### src/rtl/pipe_hazard_pkg.sv
// Shared types and constants for the pipeline hazard controller.
package pipe_hazard_pkg;

  typedef enum logic [1:0] {
    FWD_RF = 2'b00,
    FWD_W  = 2'b01,
    FWD_M  = 2'b10
  } fwd_sel_t;

  typedef enum logic {
    RUN      = 1'b0,
    MEM_WAIT = 1'b1
  } hz_state_t;

  localparam logic [3:0] REG_PC     = 4'd15;
  localparam int         WAIT_CNT_W = 8;

endpackage

### src/rtl/pipe_hazard_ctrl_if.sv
// Hazard-unit bus: pipeline status in, stall/flush/forward controls out.
interface pipe_hazard_ctrl_if;

  logic [3:0] RA1D, RA2D, RA1E, RA2E;
  logic [3:0] WA3E, WA3M, WA3W;
  logic       RegWriteM, RegWriteW, MemtoRegE;
  logic       PCSrcD, PCSrcE, PCSrcM, PCSrcW;
  logic       BranchTakenE, MemReqM, MemReadyM;

  logic [1:0] ForwardAE, ForwardBE;
  logic       StallF, StallD, StallE, StallM;
  logic       FlushD, FlushE, FlushW;
  logic       MemErr;

  // Pipeline datapath side.
  modport master (
    output RA1D, RA2D, RA1E, RA2E, WA3E, WA3M, WA3W,
    output RegWriteM, RegWriteW, MemtoRegE,
    output PCSrcD, PCSrcE, PCSrcM, PCSrcW, BranchTakenE, MemReqM, MemReadyM,
    input  ForwardAE, ForwardBE, StallF, StallD, StallE, StallM,
    input  FlushD, FlushE, FlushW, MemErr
  );

  // Hazard controller side.
  modport slave (
    input  RA1D, RA2D, RA1E, RA2E, WA3E, WA3M, WA3W,
    input  RegWriteM, RegWriteW, MemtoRegE,
    input  PCSrcD, PCSrcE, PCSrcM, PCSrcW, BranchTakenE, MemReqM, MemReadyM,
    output ForwardAE, ForwardBE, StallF, StallD, StallE, StallM,
    output FlushD, FlushE, FlushW, MemErr
  );

endinterface

### src/rtl/hazard_fwd_unit.sv
// E-stage operand forwarding select for one source operand; M beats W, R15 never forwarded.
module hazard_fwd_unit
  import pipe_hazard_pkg::*;
(
  input  logic [3:0] ra_e,
  input  logic [3:0] wa_m,
  input  logic [3:0] wa_w,
  input  logic       reg_write_m,
  input  logic       reg_write_w,
  output fwd_sel_t   sel
);

  // NOTE: default assigned first so no path through the block can infer a latch.
  always_comb begin
    sel = FWD_RF;
    if (ra_e != REG_PC) begin
      if (reg_write_m && (ra_e == wa_m))      sel = FWD_M;
      else if (reg_write_w && (ra_e == wa_w)) sel = FWD_W;
    end
  end

endmodule

### src/rtl/pipe_hazard_ctrl.sv
// Stall/flush/forward controller with memory-wait FSM and timeout watchdog.
// Optional macro PIPE_HAZARD_PERF_EN adds saturating StallCycles/FlushCount counters.
module pipe_hazard_ctrl
  import pipe_hazard_pkg::*;
#(
  parameter int MEM_TIMEOUT = 16,
  parameter int CNT_W       = 32
) (
  input  logic clk,
  input  logic reset,
  pipe_hazard_ctrl_if.slave hz
`ifdef PIPE_HAZARD_PERF_EN
  ,
  output logic [CNT_W-1:0] StallCycles,
  output logic [CNT_W-1:0] FlushCount
`endif
);

  localparam logic [WAIT_CNT_W-1:0] TIMEOUT_LAST = WAIT_CNT_W'(MEM_TIMEOUT - 1);

  hz_state_t             state, state_n;
  logic [WAIT_CNT_W-1:0] wait_cnt, wait_cnt_n;
  logic                  mem_err, mem_err_n;
  fwd_sel_t              fwd_a, fwd_b;
  logic                  lds, pcp, kill_lds;
  logic                  stall_f, stall_d, stall_e, stall_m;
  logic                  flush_d, flush_e, flush_w;

  hazard_fwd_unit u_fwd_a (
    .ra_e(hz.RA1E), .wa_m(hz.WA3M), .wa_w(hz.WA3W),
    .reg_write_m(hz.RegWriteM), .reg_write_w(hz.RegWriteW), .sel(fwd_a)
  );

  hazard_fwd_unit u_fwd_b (
    .ra_e(hz.RA2E), .wa_m(hz.WA3M), .wa_w(hz.WA3W),
    .reg_write_m(hz.RegWriteM), .reg_write_w(hz.RegWriteW), .sel(fwd_b)
  );

  assign lds      = hz.MemtoRegE && ((hz.RA1D == hz.WA3E) || (hz.RA2D == hz.WA3E));
  assign pcp      = hz.PCSrcD || hz.PCSrcE || hz.PCSrcM;
  assign kill_lds = lds && !hz.BranchTakenE;

  always_comb begin
    state_n    = state;
    wait_cnt_n = wait_cnt;
    mem_err_n  = mem_err;
    stall_f = 1'b0; stall_d = 1'b0; stall_e = 1'b0; stall_m = 1'b0;
    flush_d = 1'b0; flush_e = 1'b0; flush_w = 1'b0;

    unique case (state)
      RUN: begin
        if (hz.MemReqM && !hz.MemReadyM) begin
          // Freeze from the very cycle the miss is seen.
          state_n    = MEM_WAIT;
          wait_cnt_n = '0;
          {stall_f, stall_d, stall_e, stall_m} = 4'b1111;
          flush_w    = 1'b1;
        end else begin
          stall_f = kill_lds || pcp;
          stall_d = kill_lds;
          flush_d = pcp || hz.PCSrcW || hz.BranchTakenE;
          flush_e = lds || hz.BranchTakenE;
        end
      end
      MEM_WAIT: begin
        if (hz.MemReadyM) begin
          state_n    = RUN;
          wait_cnt_n = '0;
        end else if (wait_cnt == TIMEOUT_LAST) begin
          // Abort: release the pipeline but drop the M-stage result.
          state_n    = RUN;
          wait_cnt_n = '0;
          mem_err_n  = 1'b1;
          flush_w    = 1'b1;
        end else begin
          wait_cnt_n = wait_cnt + 1'b1;
          {stall_f, stall_d, stall_e, stall_m} = 4'b1111;
          flush_w    = 1'b1;
        end
      end
      default: state_n = RUN;
    endcase

    if (reset) begin
      stall_f = 1'b0; stall_d = 1'b0; stall_e = 1'b0; stall_m = 1'b0;
      flush_d = 1'b0; flush_e = 1'b0; flush_w = 1'b0;
    end
  end

  // NOTE: sequential state uses non-blocking assignments so every register samples pre-edge values.
  always_ff @(posedge clk) begin
    if (reset) begin
      state    <= RUN;
      wait_cnt <= '0;
      mem_err  <= 1'b0;
    end else begin
      state    <= state_n;
      wait_cnt <= wait_cnt_n;
      mem_err  <= mem_err_n;
    end
  end

  assign hz.ForwardAE = reset ? FWD_RF : fwd_a;
  assign hz.ForwardBE = reset ? FWD_RF : fwd_b;
  assign hz.StallF    = stall_f;
  assign hz.StallD    = stall_d;
  assign hz.StallE    = stall_e;
  assign hz.StallM    = stall_m;
  assign hz.FlushD    = flush_d;
  assign hz.FlushE    = flush_e;
  assign hz.FlushW    = flush_w;
  assign hz.MemErr    = mem_err;

`ifdef PIPE_HAZARD_PERF_EN
  always_ff @(posedge clk) begin
    if (reset) begin
      StallCycles <= '0;
      FlushCount  <= '0;
    end else begin
      if (stall_f && !(&StallCycles))                        StallCycles <= StallCycles + 1'b1;
      if ((flush_d || flush_e || flush_w) && !(&FlushCount)) FlushCount  <= FlushCount + 1'b1;
    end
  end
`else
  logic [31:0] unused_cnt_w;
  assign unused_cnt_w = 32'(CNT_W);
`endif

endmodule
### src/flat_wrapper.sv
// flat-port wrapper written by rule: the top's interface ports become plain ports
module pipe_hazard_ctrl_flat import pipe_hazard_pkg::*;
#(
  parameter int MEM_TIMEOUT = 16,
  parameter int CNT_W       = 32
)
  (clk, reset, hz_RA1D, hz_RA2D, hz_RA1E, hz_RA2E, hz_WA3E, hz_WA3M, hz_WA3W, hz_RegWriteM, hz_RegWriteW, hz_MemtoRegE, hz_PCSrcD, hz_PCSrcE, hz_PCSrcM, hz_PCSrcW, hz_BranchTakenE, hz_MemReqM, hz_MemReadyM, hz_ForwardAE, hz_ForwardBE, hz_StallF, hz_StallD, hz_StallE, hz_StallM, hz_FlushD, hz_FlushE, hz_FlushW, hz_MemErr);
  pipe_hazard_ctrl_if hz_i ();
  input  logic clk;
  input  logic reset;
  input wire logic [$bits(hz_i.RA1D)-1:0] hz_RA1D;
  input wire logic [$bits(hz_i.RA2D)-1:0] hz_RA2D;
  input wire logic [$bits(hz_i.RA1E)-1:0] hz_RA1E;
  input wire logic [$bits(hz_i.RA2E)-1:0] hz_RA2E;
  input wire logic [$bits(hz_i.WA3E)-1:0] hz_WA3E;
  input wire logic [$bits(hz_i.WA3M)-1:0] hz_WA3M;
  input wire logic [$bits(hz_i.WA3W)-1:0] hz_WA3W;
  input wire logic [$bits(hz_i.RegWriteM)-1:0] hz_RegWriteM;
  input wire logic [$bits(hz_i.RegWriteW)-1:0] hz_RegWriteW;
  input wire logic [$bits(hz_i.MemtoRegE)-1:0] hz_MemtoRegE;
  input wire logic [$bits(hz_i.PCSrcD)-1:0] hz_PCSrcD;
  input wire logic [$bits(hz_i.PCSrcE)-1:0] hz_PCSrcE;
  input wire logic [$bits(hz_i.PCSrcM)-1:0] hz_PCSrcM;
  input wire logic [$bits(hz_i.PCSrcW)-1:0] hz_PCSrcW;
  input wire logic [$bits(hz_i.BranchTakenE)-1:0] hz_BranchTakenE;
  input wire logic [$bits(hz_i.MemReqM)-1:0] hz_MemReqM;
  input wire logic [$bits(hz_i.MemReadyM)-1:0] hz_MemReadyM;
  output wire logic [$bits(hz_i.ForwardAE)-1:0] hz_ForwardAE;
  output wire logic [$bits(hz_i.ForwardBE)-1:0] hz_ForwardBE;
  output wire logic [$bits(hz_i.StallF)-1:0] hz_StallF;
  output wire logic [$bits(hz_i.StallD)-1:0] hz_StallD;
  output wire logic [$bits(hz_i.StallE)-1:0] hz_StallE;
  output wire logic [$bits(hz_i.StallM)-1:0] hz_StallM;
  output wire logic [$bits(hz_i.FlushD)-1:0] hz_FlushD;
  output wire logic [$bits(hz_i.FlushE)-1:0] hz_FlushE;
  output wire logic [$bits(hz_i.FlushW)-1:0] hz_FlushW;
  output wire logic [$bits(hz_i.MemErr)-1:0] hz_MemErr;
  assign hz_i.RA1D = hz_RA1D;
  assign hz_i.RA2D = hz_RA2D;
  assign hz_i.RA1E = hz_RA1E;
  assign hz_i.RA2E = hz_RA2E;
  assign hz_i.WA3E = hz_WA3E;
  assign hz_i.WA3M = hz_WA3M;
  assign hz_i.WA3W = hz_WA3W;
  assign hz_i.RegWriteM = hz_RegWriteM;
  assign hz_i.RegWriteW = hz_RegWriteW;
  assign hz_i.MemtoRegE = hz_MemtoRegE;
  assign hz_i.PCSrcD = hz_PCSrcD;
  assign hz_i.PCSrcE = hz_PCSrcE;
  assign hz_i.PCSrcM = hz_PCSrcM;
  assign hz_i.PCSrcW = hz_PCSrcW;
  assign hz_i.BranchTakenE = hz_BranchTakenE;
  assign hz_i.MemReqM = hz_MemReqM;
  assign hz_i.MemReadyM = hz_MemReadyM;
  assign hz_ForwardAE = hz_i.ForwardAE;
  assign hz_ForwardBE = hz_i.ForwardBE;
  assign hz_StallF = hz_i.StallF;
  assign hz_StallD = hz_i.StallD;
  assign hz_StallE = hz_i.StallE;
  assign hz_StallM = hz_i.StallM;
  assign hz_FlushD = hz_i.FlushD;
  assign hz_FlushE = hz_i.FlushE;
  assign hz_FlushW = hz_i.FlushW;
  assign hz_MemErr = hz_i.MemErr;
  pipe_hazard_ctrl #(.MEM_TIMEOUT(MEM_TIMEOUT), .CNT_W(CNT_W)) u_core (.clk(clk), .reset(reset), .hz(hz_i));
endmodule
### config.mk
export PLATFORM = sky130hd
export DESIGN_NAME = pipe_hazard_ctrl_flat
export DESIGN_NICKNAME = d
export VERILOG_FILES = /design/src/rtl/pipe_hazard_pkg.sv /design/src/rtl/pipe_hazard_ctrl_if.sv /design/src/rtl/hazard_fwd_unit.sv /design/src/rtl/pipe_hazard_ctrl.sv /design/src/flat_wrapper.sv
export SDC_FILE = /design/constraint.sdc
export NUM_CORES = 1
export LEC_CHECK = 0
export BUFFER_PORTS_ARGS = -buffer_cell sky130_fd_sc_hd__buf_2
export CAP_MARGIN = 20
export CORE_MARGIN = 2
export CORE_UTILIZATION = 40
export DETAILED_ROUTE_END_ITERATION = 8
export PLACE_DENSITY = 0.73
export SYNTH_ARGS = -nofsm -noshare
export SYNTH_HDL_FRONTEND = slang
export SYNTH_SLANG_ARGS = --single-unit
### constraint.sdc
create_clock -name clk -period 5.52 [get_ports clk]
set_clock_uncertainty 0.2 [all_clocks]
set_input_delay 1.104 -clock clk [delete_from_list [all_inputs] [get_ports clk]]
set_output_delay 1.104 -clock clk [all_outputs]
set_load 0.02 [all_outputs]
==> out/metrics.csv <==
stage,metric,value,unit
outcome,status,completed,
floorplan,rows,17,
yosys,synth.distinct_cells,44,
pwr,vdd_drop_max,118.6,µV
floorplan,die_h,52.41,µm
routing,first_iter_violations,30,
worst_setup_path,r2r-start,u_core.wait_cnt[0],
worst_setup_path,reg2reg_to,u_core.state,
global_routing,grt_max_degree,11,
pwr,leakage,0.5834,nW
worst_setup_path,rr_worst_depth,4,
flow_run,drv_cap,0,
routing,antenna_left,0,
global_routing,grt_use_total,19.11,%
cts,root_buffer,clkbuf_4,
yosys,syn_area_per_cell,7.810,µm²
pwr,p_per_area,166.2,nW/µm²
yosys,synth_ff_type,dfxtp_1,
floorplan,fp.dieW,52.41,µm
cts,postCtsSetupRepairBufs,0,
routing,vias,1099,
floorplan,die_area,2746,µm²
routing,drc,0,
layout,finalNetCount,213,
yosys,yosys_warnings,0,
routing,dr.pass1.iters,4,
worst_setup_path,setup.worst_path.end_class,primary output,
sta,postLayoutSetupSlackWorst,1.994,ns
layout,drive_above_1_share,35.09,%
worst_setup_path,path_class,in -> out,
placed_design,io_buffers,51,
global_routing,overflow,0,
sta,fin_hold_ws,0.2919,ns
min_path,min_path_type,reg -> reg,
worst_setup_path,critPathLaunch,hz_RA1E[1],
cts,clockBufferDepth,2,
cts,cts_tree,built,
layout,final.fill_count,219,
yosys,netlist_area,937.1,µm²
worst_setup_path,start_kind,primary input,
sta,worst_slew_pin_slew,0.4050,ns
yosys,async_reset_ff_share,0,%
worst_setup_path,path_max_fanout,4,
floorplan,core-area,2212,µm²
worst_setup_path,cp_data_required_time,4.22,ns
yosys,ys_seq_area_share,21.36,%
layout,final_cell_mix,"buf_2, xor2_1, xnor2_1, dfxtp_1, nand2_1",
cts,clk_latency,0.27,ns
yosys,synth_edf_count,0,
layout,layout_commonest_cell,buf_2,
placed_design,place.gp.congestion,0.8067,
sta,fmaxAchievable,0.2836,GHz
routing,routed_wl,2458,µm
floorplan,num_io_pins,52,
placed_design,pre_cts_slack,2.009,ns
cts,cts_max_level,1,
cts,path_clk_slew,0.07,ns
global_routing,grt_pass1_vias,997,
global_routing,antenna_found_initial,0,
sta,slew-limit-headroom,72.91,%
yosys,syn_nets,161,
layout,syn_to_final_growth,31.51,%
sta,hold_viol_final,0,
cts,cts_made_buffers,3,
sta,rsz0062_at_grt,false,
cts,cts_hold_buffers,0,
layout,antenna_cells,0,
routing,wl_per_cell,12.35,µm
cts,cts_resized,0,
worst_setup_path,endpoint,hz_ForwardAE[1],
sta,setup_violations,0,
sta,finalCritPeriodShare,63.88,%
routing,vias_per_cell,5.523,
worst_setup_path,r2r_slack,3.87,ns
yosys,ys_ff_latch,10,
yosys,syn_inst,120,
floorplan,initial_utilization,42.36,%
sta,finalCriticalPeriod,3.526,ns
placed_design,dp_hpwl,2027,µm
worst_setup_path,critical_path_arrival,2.22,ns
sta,finalMaxSlewViolations,0,
cts,clock-sinks,10,
global_routing,grt_pass1_wl,3988,µm
sta,tns,0,ns
[cells by family after synthesis]
logic type / after synthesis / share of synthesized area, %
DFF: 10 / 21.36
AOI/OAI and AO/OA: 27 / 21.10
and+or+nand+nor: 51 / 30.84
buffers and inverters: 10 / 5.740
adders and majority gates: 1 / 1.335
xor gates and xnor gates: 21 / 19.63
[worst max-delay path: stages]
cell and delay [ns]:
buf_2 0.12, inv_1 0.06, a22o_1 0.23, nor4_1 0.33
and3_1 0.22, buf_2 0.16
[power by group]
| part | internal, W | switching, W | total, W |
|---|---|---|---|
| clock network | 0.0000401 | 0.0000281 | 0.0000681 |
| registers | 0.0000729 | 0.00000195 | 0.0000749 |
| logic | 0.0000288 | 0.0000331 | 0.0000618 |
| total | 0.000142 | 0.0000631 | 0.000205 |
[metrics by stage]
| stage | instances | utilization (%) | area, µm² | total power (W) |
|---|---|---|---|---|
| floorplan | 120 | - | 937.1 | 0.0001100 |
| global placement | 195 | 54.07 | 1196 | 0.0001361 |
| detailed placement | 195 | 54.07 | 1196 | 0.0001381 |
| CTS | 199 | 55.71 | 1232 | 0.0002059 |
| global route | 199 | 55.71 | 1232 | 0.0002151 |
| finish | 199 | 55.71 | 1232 | 0.0002049 |
[layer usage]
layer,global-route usage (%),vias to the layer above,wire (µm)
li1,-,534,-
met2,35.42,72,1157
met5,0,-,0
met3,2.857,4,243
met1,21.95,489,1026
met4,6.410,0,29
[synthesized netlist by cell type, types with 4 or more instances]
| library cell | n | area share, % |
|---|---|---|
| nor2_1 | 8 | 3.2 |
| dfxtp_1 | 10 | 21 |
| inv_1 | 5 | 2.0 |
| xnor2_1 | 10 | 9.3 |
| nor3_1 | 6 | 3.2 |
| nand4_1 | 4 | 2.7 |
| xor2_1 | 11 | 10 |
| nand2_1 | 9 | 3.6 |
| o21ai_0 | 8 | 4.3 |
| nand3_1 | 5 | 2.7 |
[layout make-up]
class,instances,area (µm²),share of cell area (%)
Clock buffer,4,36.28,2.944
Timing Repair Buffer,51,255.2,20.71
Sequential cell,10,200.2,16.24
Tap cell,28,35.03,2.843
Inverter,6,22.52,1.827
Multi-Input combinational cell,100,683.2,55.43
[flip-flops by register name, summed over array words and instances (netlist names)]
signal	cells
u_core.hz.MemErr	1
u_core.state	1
u_core.wait_cnt	8
[worst min path at each step]
stage | endpoint | slack (ns) | cells after the start | startpoint
after global routing | u_core.hz.MemErr | 0.31 | 2 | u_core.hz.MemErr
final | u_core.hz.MemErr | 0.29 | 2 | u_core.hz.MemErr
after global placement | u_core.hz.MemErr | 0.28 | 2 | u_core.hz.MemErr
after floorplan | u_core.wait_cnt[2] | 0.27 | 1 | u_core.wait_cnt[2]
after CTS | u_core.hz.MemErr | 0.29 | 2 | u_core.hz.MemErr
after detailed placement | u_core.hz.MemErr | 0.27 | 2 | u_core.hz.MemErr
(Power assumes the default switching activity.)
